[src/rtl/seq_pkg.sv]
// Shared definitions for the program sequencer: FSM state type,
// return-stack depth helper and the control opcodes it decodes.
package seq_pkg;

  typedef enum logic [1:0] {
    ST_FETCH = 2'd0,
    ST_EXEC  = 2'd1,
    ST_HALT  = 2'd2
  } seq_state_t;

  localparam int unsigned SEQ_SP_LENGTH_DEFAULT = 5;

  // Return stack holds one entry per pointer value.
  function automatic int unsigned stack_depth(input int unsigned sp_len);
    return 32'd1 << sp_len;
  endfunction

  localparam int unsigned SEQ_STACK_DEPTH_DEFAULT = stack_depth(SEQ_SP_LENGTH_DEFAULT);

  // Control opcodes (instruction[15:12]); every other value is a cell ALU op.
  localparam logic [3:0] OP_JUMP = 4'hA;
  localparam logic [3:0] OP_CALL = 4'hB;
  localparam logic [3:0] OP_RET  = 4'hC;
  localparam logic [3:0] OP_UNL  = 4'hD;

endpackage

[src/rtl/seq_return_stack.sv]
// Return-address stack: synchronous write, asynchronous read, not reset.
module seq_return_stack
  import seq_pkg::*;
#(
  parameter int unsigned PC_LENGTH = 12,
  parameter int unsigned SP_LENGTH = 5
) (
  input  logic                 clk,
  input  logic                 we,
  input  logic [SP_LENGTH-1:0] waddr,
  input  logic [PC_LENGTH-1:0] wdata,
  input  logic [SP_LENGTH-1:0] raddr,
  output logic [PC_LENGTH-1:0] rdata
);

  localparam int unsigned DEPTH = stack_depth(SP_LENGTH);

  logic [PC_LENGTH-1:0] mem [DEPTH];

  // Push writes the return address at the current pointer.
  always_ff @(posedge clk) begin
    if (we) mem[waddr] <= wdata;
  end

  assign rdata = mem[raddr];

endmodule

[src/rtl/program_sequencer.sv]
// Program sequencer: fetches 16-bit instructions, broadcasts them to the
// cell array and handles JUMP/CALL/RET/UNL flow control.
// Build option: SEQ_STACK_CHECK_EN halts with a sticky stack_error on
// stack overflow/underflow instead of letting the pointer wrap.
//
//   state    | meaning
//   ---------+-----------------------------------------------------
//   ST_FETCH | fetch_addr = pc, wait for run, latch fetch_data
//   ST_EXEC  | instruction valid, pc/sp updated at the closing edge
//   ST_HALT  | stopped (self-jump or stack error), left only by rst
module program_sequencer
  import seq_pkg::*;
#(
  parameter int unsigned N_CELLS   = 64,
  parameter int unsigned PC_LENGTH = 12,
  parameter int unsigned SP_LENGTH = 5
) (
  input  logic                 clk,
  input  logic                 rst,
  input  logic                 run,
  output logic [PC_LENGTH-1:0] fetch_addr,
  input  logic [15:0]          fetch_data,
  input  logic [N_CELLS-1:0]   diverge,
  output logic [15:0]          instruction,
  output logic                 execution_enable,
  output logic [PC_LENGTH-1:0] next_program_counter,
  output logic [SP_LENGTH-1:0] next_stack_pointer,
  output logic                 halted,
  output logic                 stack_error
);

  seq_state_t           state_q, state_d;
  logic [PC_LENGTH-1:0] pc_q, pc_d;
  logic [SP_LENGTH-1:0] sp_q, sp_d;
  logic [15:0]          instr_q;

  logic [3:0]           opcode;
  logic [PC_LENGTH-1:0] target, unl_target, pc_inc, ret_addr;
  logic [SP_LENGTH-1:0] sp_inc, sp_dec;
  logic                 push;
  logic                 err_set;

  assign opcode     = instr_q[15:12];
  assign target     = PC_LENGTH'(instr_q[11:0]);
  assign unl_target = PC_LENGTH'(instr_q[7:0]);
  assign pc_inc     = pc_q + PC_LENGTH'(1);
  assign sp_inc     = sp_q + SP_LENGTH'(1);
  assign sp_dec     = sp_q - SP_LENGTH'(1);

  seq_return_stack #(
    .PC_LENGTH (PC_LENGTH),
    .SP_LENGTH (SP_LENGTH)
  ) u_stack (
    .clk   (clk),
    .we    (push),
    .waddr (sp_q),
    .wdata (pc_inc),
    .raddr (sp_dec),
    .rdata (ret_addr)
  );

  // Next-state, next pc/sp and stack control.
  always_comb begin
    state_d          = state_q;
    pc_d             = pc_q;
    sp_d             = sp_q;
    push             = 1'b0;
    err_set          = 1'b0;
    execution_enable = 1'b0;
    case (state_q)
      ST_FETCH: begin
        if (run) state_d = ST_EXEC;
      end
      ST_EXEC: begin
        execution_enable = 1'b1;
        state_d          = ST_FETCH;
        case (opcode)
          OP_JUMP: begin
            pc_d = target;
            if (target == pc_q) state_d = ST_HALT;
          end
          OP_CALL: begin
`ifdef SEQ_STACK_CHECK_EN
            if (sp_q == {SP_LENGTH{1'b1}}) begin
              err_set = 1'b1;
              state_d = ST_HALT;
            end else begin
              push = 1'b1;
              sp_d = sp_inc;
              pc_d = target;
            end
`else
            push = 1'b1;
            sp_d = sp_inc;
            pc_d = target;
`endif
          end
          OP_RET: begin
`ifdef SEQ_STACK_CHECK_EN
            if (sp_q == {SP_LENGTH{1'b0}}) begin
              err_set = 1'b1;
              state_d = ST_HALT;
            end else begin
              sp_d = sp_dec;
              pc_d = ret_addr;
            end
`else
            sp_d = sp_dec;
            pc_d = ret_addr;
`endif
          end
          OP_UNL:  pc_d = (&diverge) ? unl_target : pc_inc;
          default: pc_d = pc_inc;
        endcase
      end
      ST_HALT: ;
      default: state_d = ST_FETCH;
    endcase
  end

  // State, pc, sp and instruction registers.
  always_ff @(posedge clk or posedge rst) begin
    if (rst) begin
      state_q <= ST_FETCH;
      pc_q    <= '0;
      sp_q    <= '0;
      instr_q <= '0;
    end else begin
      state_q <= state_d;
      pc_q    <= pc_d;
      sp_q    <= sp_d;
      if (state_q == ST_FETCH && run) instr_q <= fetch_data;
    end
  end

`ifdef SEQ_STACK_CHECK_EN
  logic err_q;

  // Sticky stack error flag.
  always_ff @(posedge clk or posedge rst) begin
    if (rst)          err_q <= 1'b0;
    else if (err_set) err_q <= 1'b1;
  end

  assign stack_error = err_q;
`else
  assign stack_error = 1'b0;
`endif

  // Presenting the next pc lets a synchronous program memory deliver the
  // word during the following FETCH cycle.
  assign fetch_addr           = pc_d;
  assign next_program_counter = pc_d;
  assign next_stack_pointer   = sp_d;
  assign instruction          = instr_q;
  assign halted               = (state_q == ST_HALT);

endmodule

[config.mk]
export PLATFORM = sky130hd
export DESIGN_NAME = program_sequencer
export DESIGN_NICKNAME = d
export VERILOG_FILES = /design/src/rtl/seq_pkg.sv /design/src/rtl/seq_return_stack.sv /design/src/rtl/program_sequencer.sv
export SDC_FILE = /design/constraint.sdc
export NUM_CORES = 1
export LEC_CHECK = 0
export CORE_ASPECT_RATIO = 1.4
export CORE_MARGIN = 10
export CORE_UTILIZATION = 40
export CTS_BUF_LIST = sky130_fd_sc_hd__clkbuf_8 sky130_fd_sc_hd__clkbuf_16
export CTS_CLUSTER_SIZE = 28
export DETAILED_ROUTE_END_ITERATION = 8
export HOLD_SLACK_MARGIN = 0.03
export PLACE_DENSITY = 0.66
export SLEW_MARGIN = 20
export SYNTH_ARGS = -nofsm -noshare
export SYNTH_HDL_FRONTEND = slang
export SYNTH_SLANG_ARGS = --single-unit
[constraint.sdc]
create_clock -name clk -period 10.9 [get_ports clk]
set_input_delay 2.18 -clock clk [delete_from_list [all_inputs] [get_ports clk]]
set_output_delay 2.18 -clock clk [all_outputs]
set_load 0.02 [all_outputs]
[Word level (Yosys, flattened, before mapping)]
Memories as Yosys holds them, arrays and structs flattened.
Cells that the tools add are included.
W data, S select, Z words.
Word-level totals
  bits in registers: 35
  RAM bits: 384
  bits of input ports: 83
  output and inout port bits: 48
  logic and storage cells: 36
  memories: 1
Cells by class
  add/subtract/negate cells: 3
  equal/unequal tests: 8
  muxes and demuxes: 14
  bitwise logic cells: 1
  reduce and logical (&&, ||, !) cells: 5
Memories
  u_stack.mem: words 32, bits a word 12, rd ports 1, clocked after Yosys merged registers in 0, wr ports 1, RTL line seq_return_stack.sv:18  | logic [PC_LENGTH-1:0] mem [DEPTH];
Operator list (count)
  $reduce_and A64 Y1: 1
  $pmux W12 S3: 1
  $mux W12: 2
  $eq A4 B4 Y1 const B: 4
  $add A12 B1 Y12 const B: 1
  $eq A12 B12 Y1: 1
  $pmux W5 S2: 1
  $mux W2: 3
  $pmux W2 S3: 1
  $add A5 B1 Y5 const B: 1
  $mux W1: 5
  $mux W5: 1
  $sub A5 B1 Y5 const B: 1
  $eq A2 B1 Y1 const B: 1
  $eq A2 B2 Y1 const B: 1
  $logic_not A2 Y1: 1
  $ne A2 B2 Y1 const B: 1
  $reduce_and A2 Y1: 1
  $reduce_or A2 Y1: 1
  $logic_and A1 B1 Y1: 1
  $not A1 Y1: 1

[Depth between registers and ports, before layout]
  depth in word-level cells: 5
  mapped depth: 16
  gate-level depth less buffers: 9

[Modules after synthesis]
Synthesis repeated with hierarchy kept, for this count alone.
Unflattened totals
  cells, all modules: 1137
  area, all modules: 17838.4 µm²
Modules (own cells, without submodules)
  seq_return_stack: instances 1, cells an instance 856, area an instance 15228.4 µm², sequential area each 11531.1 µm²
  program_sequencer: instances 1, cells an instance 281, area an instance 2610.0 µm², sequential area each 875.8 µm²

[Worst setup path after synthesis]
No wires, ideal clock.
  kind: input-to-output
  from: input diverge[22]
  to: output next_program_counter[5]
  arrival: 4.111 ns
  required time: 8.720 ns
  path slack: 4.609 ns
  stages on the path: 9
  path buffers: 2
  path through: nand4_1 -> nor4_1 -> nand4_1 -> o21ai_0 -> and2_1 -> clkbuf_1 -> a2111oi_0 -> o21ai_0 -> buf_4
Between the ends
  cells in the longest elaborated chain, start to end: 4
Ends and longest elaborated chain
  start: declaration: RTL line program_sequencer.sv:23  | input logic [N_CELLS-1:0] diverge,
  $reduce_and A64 Y1: RTL line program_sequencer.sv:112  | OP_UNL: pc_d = (&diverge) ? unl_target : pc_inc;
  $mux W12: RTL line program_sequencer.sv:112
  $pmux W12 S3: RTL line program_sequencer.sv:77  | case (opcode)
  $mux W12: RTL line program_sequencer.sv:70  | case (state_q)
  end: declaration: RTL line program_sequencer.sv:26  | output logic [PC_LENGTH-1:0] next_program_counter,
Every way passes these cells.

[Worst setup path after layout]
  from: register sp_q[0]
  to: output fetch_addr[3]
Between the ends
  cells in the longest elaborated chain, start to end: 4
Ends and longest elaborated chain
  start: declaration: RTL line program_sequencer.sv:34  | logic [SP_LENGTH-1:0] sp_q, sp_d;
  start signal: assignment: RTL line program_sequencer.sv:131  | sp_q <= sp_d;
  $sub A5 B1 Y5: RTL line program_sequencer.sv:48  | assign sp_dec = sp_q - SP_LENGTH'(1);
  $mem_v2 Z32 W12
  $pmux W12 S3: RTL line program_sequencer.sv:77
  $mux W12: RTL line program_sequencer.sv:70
  end: declaration: RTL line program_sequencer.sv:21  | output logic [PC_LENGTH-1:0] fetch_addr,
Every way passes these cells.

==> metrics.md <==
| Metric | Value |
|---|---|
| Clock root cell | clkbuf_16 |
| DRC | 0 |
| Fraction of registers with async set/reset | 0.08353 |
| Arr. time, crit path | 5.62 ns |
| Routed wire length | 43260 um |
| CTS Sinks | between 400 and 500 |
| Crit path max fanout | 38 |
| FP Rows | 90 |
| Area Overhead vs Synth | 18.65% |
| Synth Flop Type | edfxtp_1 |
| DP HPWL | 28860 um |
| Tmin final | 7.801 ns |
| Bufs on Longest Clock Path | 3 |
| Die footprint | 52060 sq um |
| Peak VDD IR | around 0.16 mV |
| Ant. Diodes | 0 |
| End-of-flow core utilization | 0.4782 |
| Post-CTS Setup Repair Bufs | 0 |
| Vias post-DR | between 9k and 10k |
| Post-route setup slack | about 3.1 ns |
| Cts hold-fix bufs | 0 |
| WL met2 | about 22000 um |
| Initial antenna violation count | 0 |
| Area leader, netlist | edfxtp_1 |
| Most frequent cell after synthesis | edfxtp_1 |
| I/O pin total | approximately 130 |
| Die Ht | 266.0 um |
| Pleak | ~6.6 nW |
| Final period util | 0.7157 |
| Initial core utilization | 0.4030 |
| GRT Util Overall | 0.1652 |
| Total CTS buffers | 37 |
| First-pass GRT wire length | ~65000 um |
| Vias/cell | between 5 and 6 |
| Yosys warnings | 0 |
| Largest net degree at the start of global routing | between 40 and 50 |
| Synth unique cells | 53 |
| Resize count post-CTS | 0 |
| Sequential element share of the synthesized area | 0.7175 |
| Worst hold path class | flip-flop to flip-flop |
| Nets | between 1k and 1.5k |
| Slew @ Worst Pin | approximately 1.1 ns |
| Most area-consuming cells after synthesis | edfxtp_1 67%, mux4_2 13%, dfrtp_1 5.1%, mux2i_1 2.0%, nand4_1 1.2% |
| Synth Net Count | 1003 |
| Clock skew | 0.02491 ns |
| Post-route insts no fill | between 1.5k and 2k |
| Synth Area per Inst | ~19 sq um |
| Wire per inst | about 26 um |
| Pwr dens | 279.5 nW/um^2 |
| Synthesized area | 17290 sq um |
| Vias in the first global route | 9782 |
| Clock Latency Late Sink | roughly 0.54 ns |
| Synth top area share | 0.6669 |
| Die X | slightly below 200 um |
| Pre-CTS WS | ~3.4 ns |
| H-tree levels | 2 |
| Yosys reg bits | approximately 420 |
| Post-Route Setup TNS | 0 ns |
| CTS tree | built |
| Crit end category | output pin |
| Worst setup path class | flip-flop to output pin |
| RD Place Congestion | 0.9134 |
| Synth cell count leaders | 384 x edfxtp_1, 97 x mux4_2, 51 x nor2_1 |
| Fin. Hold Viols | 0 |
| 1st-pass router iterations | 5 |
| Clock transition at path regs | around 0.070 ns |
| Status | finished clean |
| Post-synth EDFFs | approximately 380 |
| Gr ovfl total | 0 |
| Fmax | between 100 and 150 MHz |
| IO buf count | between 100 and 150 |
| MaxCap Viol Count | 0 |
| Final ANT Viol Nets | 0 |
| Placed cell count | roughly 1.6k |
| Mapped Cells | between 900 and 1k |
| Core box area | roughly 43000 sq um |
| Pins Over Slew Limit | 0 |
| Final setup fails | 0 |
| Layout cells sized above 1 | 0.2095 |
| Slew headroom | 0.2704 |
| Highest metal used | met4 |
| Drt initial violations | around 640 |
| CP required | approximately 8.7 ns |
| Critical Path Source Type | flip-flop |
| RSZ-0062 raised after global routing | no |
| Met1 wire length | 16190 um |
| Wire length on met3 | 2869 um |
placed cells by master, fill, tap and decap left out, types with 33 or more instances in the layout:
master,instances
mux4_2,97
mux2i_1,34
clkdlybuf4s50_1,129
edfxtp_1,384
buf_4,48
nand2_1,36
dfrtp_1,34
clkbuf_16,38
nor2_1,51
nand4_1,33
final timing paths:
| kind | start | end | slack, ns | cells after the start |
|---|---|---|---|---|
| max | sp_q[0] | fetch_addr[3] | 3.10 | 10 |
| min | state_q[1] | state_q[0] | 0.54 | 1 |
| max reg2reg | sp_q[0] | pc_q[3] | 6.25 | 9 |
| min reg2reg | state_q[1] | state_q[0] | 0.54 | 1 |
| max in group asynchronous | rst | sp_q[0] | 8.42 | 3 |
| min in group asynchronous | rst | instruction[5] | 2.06 | 3 |
report_power, final:
part	internal (W)	switching, W	total (W)
combinational	0.000894	0.00133	0.00222
sequential	0.00211	0.000125	0.00223
clock	0.000727	0.000555	0.00128
layer usage:
| metal | GRT usage | up-vias |
|---|---|---|
| met5 | 0 | - |
| met4 | 0.09160 | 0 |
| met3 | 0.02807 | 96 |
| met2 | 0.2826 | 421 |
| met1 | 0.1938 | 4836 |
| li1 | - | 4007 |
stage by stage:
| stage | cell area (sq um) | hold slack, ns | total power [W] |
|---|---|---|---|
| 2_1_floorplan | 17290 | 0.4842 | 0.003696 |
| 3_3_place_gp | 19340 | 0.5204 | 0.004470 |
| 3_5_place_dp | 19340 | 0.5390 | 0.004508 |
| 4_1_cts | 20510 | 0.5487 | 0.005788 |
| 5_1_grt | 20520 | 0.5721 | 0.005976 |
| 6_report | 20520 | 0.5435 | 0.005735 |
state kept, by name (all words and copies together) (netlist names):
name and count:
u_stack.mem 384, instruction 16, pc_q 12, sp_q 5
state_q 2
critical path, stage by stage (launching register included):
cell and delay (ns):
dfrtp_4 0.89, inv_1 0.39, ha_4 0.78, buf_4 0.55, mux4_2 0.38, mux2i_1 0.30, o22ai_1 0.28, a311o_1 0.46
a211oi_1 0.30, nor2_1 0.14, clkdlybuf4s50_1 0.57
cell type report:
class	instances	area, sq um
well taps	552	690.7
clock inverters	23	219.0
clock buffers	38	950.9
fillers	3511	22390
inverters	13	48.80
repair buffers	177	1652
flip-flops and latches	419	12410
multi-input cells	423	4546
cells by family (layout without fill, tap and decap cells):
family,count (synthesis),in the layout,share of synthesized area
flip-flops,419,419,0.7175
AND/OR/NAND/NOR,175,175,0.05166
multiplexers,152,152,0.1632
buffers and inverters,73,251,0.02359
AO/OA/AOI/OAI,59,59,0.02366
XOR/XNOR,31,31,0.01657
adder cells (fa/ha/maj),5,5,0.003618
other,1,1,0.0002169
(Power assumes the default switching activity.)
